**src/rtl/bcd_pkg.sv**
```systemverilog
// Shared BCD definitions: digit width/limits, converter FSM states, digit validity check.
package bcd_pkg;

  localparam int          BCD_W   = 4;
  localparam logic [3:0]  BCD_MAX = 4'd9;

  typedef enum logic [1:0] {
    IDLE  = 2'd0,
    SHIFT = 2'd1,
    DONE  = 2'd2,
    ERRD  = 2'd3
  } state_t;

  function automatic logic bcd_valid(input logic [BCD_W-1:0] digit);
    return (digit <= BCD_MAX);
  endfunction

endpackage

```
**src/rtl/bcd_digit_corr.sv**
```systemverilog
// Reverse double-dabble digit correction: after a right shift, digits >= 8 subtract 3.
module bcd_digit_corr
  import bcd_pkg::*;
(
  input  logic [BCD_W-1:0] i_d,
  output logic [BCD_W-1:0] o_d
);

  assign o_d = (i_d >= 4'd8) ? (i_d - 4'd3) : i_d;

endmodule

```
**src/rtl/bcd_to_bin_seq.sv**
```systemverilog
// Sequential BCD-to-binary converter, one reverse double-dabble shift per clock.
// Start/Done handshake; invalid digits short-circuit to a one-cycle error Done.
module bcd_to_bin_seq
  import bcd_pkg::*;
#(
  parameter int NDIGITS = 3,
  parameter int BW      = 10
) (
  input  logic                     i_clk,
  input  logic                     i_rst,
  input  logic                     i_start,
  input  logic [BCD_W*NDIGITS-1:0] i_bcd_in,
  output logic                     o_ready,
  output logic                     o_busy,
  output logic                     o_done,
  output logic [BW-1:0]            o_bin_out,
  output logic                     o_err
);

  localparam int DW = BCD_W * NDIGITS;
  localparam int SW = DW + BW;
  localparam int CW = (BW > 1) ? $clog2(BW) : 1;

  state_t          r_state;
  state_t          w_next;
  logic [SW-1:0]   r_sreg;
  logic [CW-1:0]   r_cnt;
  logic [BW-1:0]   r_bin;
  logic            r_err;

  logic [SW-1:0]   w_shifted;
  logic [SW-1:0]   w_corr;
  logic            w_valid;
  logic            w_last;
  logic            w_accept;

  assign w_shifted = r_sreg >> 1;
  assign w_corr[BW-1:0] = w_shifted[BW-1:0];

  // Digit fields occupy the bits above the binary accumulator.
  for (genvar g = 0; g < NDIGITS; g++) begin : g_corr
    bcd_digit_corr u_corr (
      .i_d (w_shifted[BW + BCD_W*g +: BCD_W]),
      .o_d (w_corr[BW + BCD_W*g +: BCD_W])
    );
  end

  always_comb begin
    w_valid = 1'b1;
    for (int i = 0; i < NDIGITS; i++) begin
      if (!bcd_valid(i_bcd_in[BCD_W*i +: BCD_W])) w_valid = 1'b0;
    end
  end

  assign w_last   = (r_cnt == CW'(BW - 1));
  assign w_accept = (r_state == IDLE) && i_start;

  always_comb begin
    w_next = r_state;
    case (r_state)
      IDLE:    if (i_start) w_next = w_valid ? SHIFT : ERRD;
      SHIFT:   if (w_last) w_next = DONE;
      DONE:    w_next = IDLE;
      ERRD:    w_next = IDLE;
      default: w_next = IDLE;
    endcase
  end

  always_ff @(posedge i_clk) begin
    if (i_rst) begin
      r_state <= IDLE;
      r_sreg  <= '0;
      r_cnt   <= '0;
      r_bin   <= '0;
      r_err   <= 1'b0;
    end else begin
      r_state <= w_next;
      if (w_accept && w_valid) begin
        r_sreg <= {i_bcd_in, {BW{1'b0}}};
        r_cnt  <= '0;
      end else if (w_accept) begin
        r_bin <= '0;
        r_err <= 1'b1;
      end else if (r_state == SHIFT) begin
        r_sreg <= w_corr;
        r_cnt  <= r_cnt + CW'(1);
        if (w_last) begin
          r_bin <= w_corr[BW-1:0];
          r_err <= 1'b0;
        end
      end
    end
  end

  assign o_ready   = (r_state == IDLE);
  assign o_busy    = (r_state != IDLE);
  assign o_done    = (r_state == DONE) || (r_state == ERRD);
  assign o_bin_out = r_bin;
  assign o_err     = r_err;

endmodule

```
**config.mk**
```make
export PLATFORM = sky130hd
export DESIGN_NAME = bcd_to_bin_seq
export DESIGN_NICKNAME = d
export VERILOG_FILES = /design/src/rtl/bcd_pkg.sv /design/src/rtl/bcd_digit_corr.sv /design/src/rtl/bcd_to_bin_seq.sv
export SDC_FILE = /design/constraint.sdc
export NUM_CORES = 1
export LEC_CHECK = 0
export ABC_AREA = 1
export CORE_MARGIN = 2
export CORE_UTILIZATION = 48
export DETAILED_ROUTE_END_ITERATION = 10
export GPL_ROUTABILITY_DRIVEN = 0
export PLACE_DENSITY = 0.71
export SYNTH_ARGS = -nofsm -noshare
export SYNTH_HDL_FRONTEND = slang
export SYNTH_HIERARCHICAL = 1
export SYNTH_SLANG_ARGS = --single-unit
```
**constraint.sdc**
```tcl
create_clock -name i_clk -period 1.7 [get_ports i_clk]
set_input_delay 0.255 -clock i_clk [delete_from_list [all_inputs] [get_ports i_clk]]
set_output_delay 0.255 -clock i_clk [all_outputs]
set_load 0.005 [all_outputs]
```
==> metrics.md, run 1 <==
| Metric | Value |
|---|---|
| Status | complete, no violations |
| Initial core utilization | 48.9% |
| N_diodes | 0 |
| Synth warn | 6 |
| Layout cells sized above 1 | 15.4% |
| Worst slack at placement | 0.00176 ns |
| Initial DRC count | 94 |
| I/O pins | 29 |
| Cell family with most CP delay | buffers and inverters |
| CTS buffer count | 5 |
| CTS sink count | 38 |
| Routed vias | approximately 1900 |
| Leak | 1.10 nW |
| Area occupied by multi-input gates | 1140 sq um |
| Number of synthesized flops with an enable pin | 0 |
| Post-synth ARST share | 0% |
| Post-synthesis register bit count | 38 |
| Hold/Removal Path Class | register to register |
| Crit start category | register |
| Clock latency at the later pin of the worst-skew pair | around 0.28 ns |
| Drt wl/cell | roughly 11 um |
| RSZ-0062 raised after global routing | false |
| # fillers | roughly 380 |
| Final Util | about three fifths |
| Post-CTS setup repair buffer count | 0 |
| Yosys cell types | 32 |
| TritonCTS clock tree | yes |
| Maximum VDD drop | roughly 0.63 mV |
| # hold bufs at CTS | 0 |
| Vias in the first global route | roughly 1700 |
| Maximum number of pins on one net before global-route repair | 19 |
| Seq/Total Area, Yosys | a little over a third |
| Register area | 761 sq um |
| Fin worst setup slack | 0.136 ns |
| Vias/cell | just under 5 |
| CP Cell Sequence | nor2_4 -> inv_1 -> clkdlybuf4s50_1 |
| Setup Skew | between 0.008 and 0.009 ns |
| Placed inst area | 2550 sq um |
| Slowest-stage cell, CP | clkdlybuf4s50_1 |
| Max_cap viols | 0 |
| First-pass GRT wire length | 7590 um |
| Final #Nets | about 360 |
| Slew Limit Fails | 0 |
| CTS resizes | 0 |
| Crit end category | output port |
| Final Critical Period | approximately 1.6 ns |
| Antenna-violating nets left | 0 |
| Row count | 24 |
| Initial antenna violation count | 0 |
| Die ar. | slightly below 5000 sq um |
| Final setup fails | 0 |
| Routed WL | roughly 4400 um |
| Global Route Usage Sum | a little under a fifth |
| Port Buffers | 28 |
| Buffers & Inverters on Critical Path | 2 |
| CP Max Fanout | 3 |
| Synth Area per Inst | around 7.2 sq um |
| Cell area after layout | approximately 2600 sq um |
| Max Fclk | roughly 0.64 GHz |
| Chip Width | between 70 and 80 um |
| Root buf cell | clkbuf_8 |
| Crit path required time | around 1.4 ns |
| CP max stage delay | approximately 0.49 ns |
| CP arrival | 1.31 ns |
| Clock buffer depth | 2 |
| Prevailing post-synth register cell | dfxtp_1 |
| Netlist Area Pre-Place | approximately 2100 sq um |
| Core area | 4290 sq um |
| Pwr per Cell Area | roughly 740 nW/um^2 |
| Final worst-path cycle share | 92.0% |
| Hold Violations, Final | 0 |
| Post-route setup TNS | 0 ns |
| Placed wire-length estimate | 3190 um |
| Gr ovfl total | 0 |
| P&R area growth vs syn | 25.0% |
| H-tree depth | 2 |
| Clock transition at path regs | around 0.06 ns |
| Die height | about 70 um |
| Cells after Synth | just under 300 |
| Critical path class | register to output port |
| Drt first pass iters | 4 |
| DRC viols | 0 |
==> where the power goes <==
group / switching, mW / internal, mW / total, mW
Sequential: 0.0427 / 0.929 / 0.971
Clock: 0.287 / 0.282 / 0.570
Combinational: 0.211 / 0.184 / 0.395
Total: 0.541 / 1.40 / 1.94
==> layout by cell type, fill, tap and decap left out <==
cell | netlist | routed
clkinv_1 | 4 | 4
nand4_1 | 8 | 8
nor2_2 | 1 | 1
inv_4 | 1 | 1
conb_1 | 1 | 6
nand3_1 | 15 | 15
inv_2 | 1 | 1
clkbuf_8 | 0 | 5
ha_1 | 8 | 8
nand2_2 | 1 | 1
a21boi_1 | 3 | 3
nor2_4 | 1 | 1
xor2_1 | 5 | 5
o21ai_0 | 3 | 3
o21ai_1 | 3 | 3
o21ai_4 | 1 | 1
nand3_2 | 8 | 8
inv_1 | 28 | 28
nand3b_1 | 4 | 4
nand4_4 | 1 | 1
nand2_4 | 1 | 1
xnor2_1 | 1 | 1
buf_4 | 2 | 20
a21oi_2 | 8 | 8
buf_12 | 0 | 1
nand2_1 | 90 | 90
nor2_1 | 14 | 14
or2_2 | 2 | 2
clkdlybuf4s50_1 | 0 | 28
clkbuf_1 | 3 | 2
dfxtp_1 | 38 | 38
a21oi_1 | 23 | 23
or2_1 | 3 | 3
==> routing by layer <==
metal  track usage (%)  part of all wire (%)  vias up
met5                 0                     0        -
met4              5.34                  0.87        0
met3              3.32                   5.3        4
met2              31.5                    47       47
met1              25.1                    47      844
li1                  -                     -     1003
==> final cells by class <==
cell class | count | share of cell area [%]
Inverter | 34 | 4.96
Tap cell | 52 | 2.48
Sequential cell | 38 | 29.0
Timing Repair Buffer | 49 | 17.2
Clock buffer | 7 | 2.91
Multi-Input combinational cell | 210 | 43.5
==> metrics by stage <==
step	hold slack, ns	std cells	power [mW]
global route	0.486	390	2.04
detailed placement	0.458	383	1.39
floorplan	0.324	295	1.23
global placement	0.454	383	1.38
finish	0.465	390	1.94
CTS	0.467	390	1.95
==> synth_stat cells, drive strengths merged, types with 4 or more instances <==
cell | instances | area [sq um]
ha | 8 | 100
nor2 | 16 | 70.1
buf | 10 | 73.8
inv | 30 | 115
nand3b | 4 | 30.0
o21ai | 7 | 46.3
dfxtp | 38 | 761
xor2 | 5 | 43.8
or2 | 5 | 31.3
nand3 | 23 | 155
nand4 | 9 | 71.3
clkinv | 4 | 15.0
nand2 | 92 | 355
a21oi | 31 | 185
==> cell families (layout without fill, tap and decap cells) <==
kind of cell	count (synthesis)	after routing	synth area share (%)
DFF	38	38	36.2
buffers and inverters	47	90	10.2
AOI/OAI and AO/OA	41	41	12.1
other	1	6	0.179
adders and majority gates	8	8	4.77
and+or+nand+nor	149	149	34.0
xor gates and xnor gates	6	6	2.50
==> final timing paths <==
| path | from | to | slack (ns) | cells past startpoint |
|---|---|---|---|---|
| worst min register to register | r_sreg[1] | r_sreg[1] | 0.46 | 2 |
| worst max-delay path | r_state[1] | o_busy | 0.14 | 3 |
| worst max register to register | r_sreg[15] | r_sreg[15] | 0.27 | 9 |
| worst min-delay path | r_sreg[1] | r_sreg[1] | 0.46 | 2 |
==> worst register-to-register path, delay by kind of cell (launching register included) <==
| family | cells | cell delay [ns] |
|---|---|---|
| buf+inv | 2 | 0.12 |
| fa+ha+maj | 1 | 0.29 |
| compound gates | 1 | 0.06 |
| flops | 1 | 0.42 |
| simple gates | 5 | 0.46 |
==> sequential cells by signal, summed over array words and instances (netlist names) <==
register and count:
o_err 1, r_sreg 21, r_cnt 4, o_bin_out 10, r_state 2
Note: power is estimated with default switching activity, not from simulation.
==> run 2: changes to the inputs <==
--- a/config.mk
+++ b/config.mk
@@ -11,6 +11,7 @@
 export DETAILED_ROUTE_END_ITERATION = 10
 export GPL_ROUTABILITY_DRIVEN = 0
 export PLACE_DENSITY = 0.71
+export REMOVE_ABC_BUFFERS = 1
 export SYNTH_ARGS = -nofsm -noshare
 export SYNTH_HDL_FRONTEND = slang
 export SYNTH_HIERARCHICAL = 1
==> metrics.md, run 2 (synthesis results as in run 1) <==
| Metric | Value |
|---|---|
| Chip Width | between 70 and 80 um |
| Vias in the first global route | approximately 1800 |
| Drt wl/cell | 11.7 um |
| Core area | approximately 4300 sq um |
| Max reg flops | 21 |
| Pwr per Cell Area | approximately 770 nW/um^2 |
| Antenna-violating nets left | 0 |
| Top reg by flops | r_sreg |
| Gr ovfl total | 0 |
| Leak | ~1.1 nW |
| Routed vias | between 1500 and 2000 |
| Port Buffers | 28 |
| Post-CTS setup repair buffer count | 0 |
| Final #Nets | 357 |
| Die height | roughly 70 um |
| CTS resizes | 0 |
| Clock transition at path regs | 0.08 ns |
| Cell area after layout | between 2000 and 3000 sq um |
| Crit path required time | around 1.4 ns |
| Initial antenna violation count | 0 |
| Max Fclk | approximately 0.63 GHz |
| I/O pins | 29 |
| # hold bufs at CTS | 0 |
| Final setup fails | 0 |
| Layout cells sized above 1 | between 15 and 20% |
| Root buf cell | clkbuf_8 |
| Most common cell after layout, fill and taps aside | nand2_1 |
| P&R area growth vs syn | 25.7% |
| Row count | 24 |
| Setup Skew | 0.00887 ns |
| N_diodes | 0 |
| Maximum number of pins on one net before global-route repair | 30 |
| Clock latency at the later pin of the worst-skew pair | slightly below 0.3 ns |
| Final worst-path cycle share | about 90% |
| Global Route Usage Sum | 20.0% |
| Status | complete, no violations |
| First-pass GRT wire length | between 7000 and 8000 um |
| H-tree depth | 2 |
| Hold/Removal Path Class | register to register |
| Commonest cells after routing, fill and taps aside | nand2_1 (90), dfxtp_1 (38), inv_1 (28), clkdlybuf4s50_1 (28), a21oi_1 (23) |
| DRC viols | 0 |
| Placed inst area | about 2500 sq um |
| Critical path class | register to output port |
| Die ar. | about 4900 sq um |
| Initial core utilization | about half |
| Initial DRC count | a little over 80 |
| Crit end category | output port |
| RSZ-0062 raised after global routing | false |
| Max_cap viols | 0 |
| Slew Limit Fails | 0 |
| CP arrival | roughly 1.3 ns |
| CTS buffer count | 5 |
| Routed WL | ~4500 um |
| CTS sink count | 38 |
| TritonCTS clock tree | yes |
| Crit start category | register |
| Clock buffer depth | 2 |
| Drt first pass iters | 4 |
| Post-route setup TNS | 0 ns |
| Final Critical Period | between 1.5 and 2 ns |
| Placed wire-length estimate | 3170 um |
| Vias/cell | roughly 5 |
| Maximum VDD drop | 0.596 mV |
| Hold Violations, Final | 0 |
| CP Max Fanout | 3 |
[run 2: cell types whose count changed in the layout (fill, tap and decap cells not counted), sizes merged]
cell,change
buf,-4
clkinvlp,+1
clkbuf,-1
clkinv,+1
[run 2: area by class of cell]
type	count	area, sq um
timing repair buffer	45	445
multi-input combinational	210	1140
clock buffer	6	82.6
clock inverter	2	12.5
tap	52	65.1
inverter	34	130
fill	403	1660
sequential	38	761
[run 2: metal layers]
layer | routed length (um) | share of wire, % | global-route usage [%]
met1 | 2180 | 48 | 25.6
met2 | 2130 | 47 | 33.9
met3 | 170 | 3.8 | 5.34
met4 | 40 | 0.88 | 4.49
met5 | 0 | 0 | 0
[run 2: final timing paths]
check	start	end	slack [ns]	cells past startpoint
min	o_err	o_err	0.47	2
min reg2reg	o_err	o_err	0.47	2
max reg2reg	r_sreg[15]	r_sreg[15]	0.27	9
max	r_state[1]	o_ready	0.12	2
[run 2: power by group]
| part | switching [mW] | total, mW | leakage [nW] | internal [mW] |
|---|---|---|---|---|
| clock network | 0.331 | 0.657 | 0.0472 | 0.326 |
| logic | 0.212 | 0.394 | 0.741 | 0.182 |
| registers | 0.0444 | 0.972 | 0.308 | 0.928 |
[run 2: per-stage QoR]
step	std cells	setup slack (ns)	hold WS, ns	power (mW)	utilization [%]
final	387	0.125	0.470	2.02	61.5
after global routing	387	0.0787	0.494	2.14	61.5
after CTS	387	0.107	0.470	2.04	61.5
after detailed placement	379	0.00937	0.461	1.39	59.2
after global placement	379	-0.00651	0.450	1.38	59.2
after floorplan	282	-0.462	0.317	1.20	-
[run 2: critical path: stages, from the launching register on]
cell and delay (ns):
dfxtp_1 0.35, nor2_4 0.16, clkdlybuf4s50_1 0.52
==> run 3: changes to the inputs <==
==> constraint.sdc (replaced) <==
create_clock -name i_clk -period 1.7 [get_ports i_clk]
set_input_delay 0.255 -clock i_clk [delete_from_list [all_inputs] [get_ports i_clk]]
set_output_delay 0.255 -clock i_clk [all_outputs]
set_load 0.05 [all_outputs]
==> metrics.md, run 3 (synthesis results as in run 1) <==
| Metric | Value |
|---|---|
| First-pass GRT wire length | between 7000 and 8000 um |
| Leak | roughly 1.1 nW |
| Crit end category | register |
| Gr ovfl total | 0 |
| CP Cell Sequence | inv_1 -> ha_1 -> nand2_1 -> nor2_1 -> nand2_1 -> buf_4 -> nand3_1 -> a21oi_1 |
| Slew Limit Fails | 0 |
| Final Critical Period | roughly 1.4 ns |
| Fin Hold WS | 0.467 ns |
| Routed vias | around 1900 |
| Clock buffer depth | 2 |
| Port Buffers | 28 |
| Vias/cell | 4.85 |
| RSZ-0062 raised after global routing | false |
| Final worst-path cycle share | between 80% and 90% |
| Die height | 70.1 um |
| Commonest cells after routing, fill and taps aside | nand2_1 (90), dfxtp_1 (38), inv_1 (28) |
| Antenna-violating nets left | 0 |
| CP Max Fanout | 9 |
| # hold bufs at CTS | 0 |
| Drt first pass iters | 4 |
| CTS buffer count | 5 |
| Register area | approximately 760 sq um |
| Total Power | 2.19 mW |
| Final Util | 61.2% |
| Layout cells sized above 1 | 18.9% |
| I/O pins | 29 |
| Clock latency at the later pin of the worst-skew pair | ~0.29 ns |
| Setup Skew | between 0.002 and 0.003 ns |
| Most common cell after layout, fill and taps aside | nand2_1 |
| Hold/Removal Path Class | register to register |
| Status | complete, no violations |
| Buffers & Inverters on Critical Path | 2 |
| Top reg by flops | r_sreg |
| Pwr per Cell Area | ~830 nW/um^2 |
| Placed wire-length estimate | 3080 um |
| P&R area growth vs syn | 25.1% |
| Vias in the first global route | between 1500 and 2000 |
| Max reg flops | 21 |
| CP arrival | ~1.7 ns |
| Initial antenna violation count | 0 |
| Hold Violations, Final | 0 |
| Clock transition at path regs | roughly 0.07 ns |
| Maximum number of pins on one net before global-route repair | 30 |
| Maximum VDD drop | 0.491 mV |
| Global Route Usage Sum | ~19% |
| Crit start category | register |
| Routed WL | roughly 4300 um |
| Max_cap viols | 0 |
| Drt wl/cell | roughly 11 um |
| Final #Nets | 356 |
| Row count | 24 |
| H-tree depth | 2 |
| CP max stage delay | between 0.3 and 0.4 ns |
| Final setup fails | 0 |
| Core area | roughly 4300 sq um |
| N_diodes | 0 |
| TritonCTS clock tree | yes |
| Max Fclk | 0.691 GHz |
| CP most frequent cell | nand2_1 |
| Cell family with most CP delay | simple AND/OR/NAND/NOR gates |
| Crit path required time | between 1.5 and 2 ns |
| Slowest-stage cell, CP | dfxtp_1 |
| Post-route setup TNS | 0 ns |
| Cell area after layout | about 2600 sq um |
| Critical path class | register to register |
| # fillers | 401 |
| CTS sink count | 38 |
| Initial DRC count | 94 |
| Chip Width | 70.1 um |
| Die ar. | just under 5000 sq um |
| Post-CTS setup repair buffer count | 0 |
| CTS resizes | 0 |
| Area occupied by multi-input gates | approximately 1100 sq um |
| Placed inst area | about 2500 sq um |
| DRC viols | 0 |
| Initial core utilization | 48.9% |
| Root buf cell | clkbuf_8 |
[run 3: cell count changes in the layout (fill, tap and decap cells not counted), sizes merged]
cell,previous run,this run
bufinv,0,1
clkdlybuf4s50,28,14
buf,17,30
clkinv,5,4
clkinvlp,1,0
[run 3: through the flow]
stage | instances | setup WS (ns)
6_report | 385 | 0.253
5_1_grt | 385 | 0.107
4_1_cts | 385 | 0.247
3_5_place_dp | 378 | -0.0282
3_3_place_gp | 378 | -0.0388
2_1_floorplan | 282 | -0.796
[run 3: power by group]
part / internal [mW] / switching [mW] / total, mW
clock network: 0.469 / 0.313 / 0.783
logic: 0.185 / 0.248 / 0.433
registers: 0.928 / 0.0443 / 0.973
[run 3: area by class of cell]
class	count	area share, %
well taps	52	2.48
clock buffers	6	3.14
flip-flops and latches	38	29.0
multi-input cells	210	43.5
inverters	34	4.95
repair buffers	44	15.8
clock inverters	1	1.14
[run 3: worst register-to-register path, cell delays in order (launching register included)]
cell     delay, ns
dfxtp_1       0.39
inv_1         0.06
ha_1          0.18
nand2_1       0.09
nor2_1        0.04
nand2_1       0.18
buf_4         0.24
nand3_1       0.09
a21oi_1       0.12
[run 3: worst paths after layout]
check,startpoint,endpoint,slack (ns),cells past startpoint
max,r_cnt[1],o_bin_out[0],0.25,8
min,r_sreg[1],r_sreg[1],0.47,2
max reg2reg,r_cnt[1],o_bin_out[0],0.25,8
min reg2reg,r_sreg[1],r_sreg[1],0.47,2
[run 3: layer usage]
metal  track usage, %  part of all wire, %  wire length [um]  up-vias
met4             5.98                 0.78                34        0
met3             4.76                  4.3               185        4
met2             31.7                   46              2010       30
met5                0                    0                 0        -
li1                 -                    -                 -      998
met1             25.2                   48              2100      836
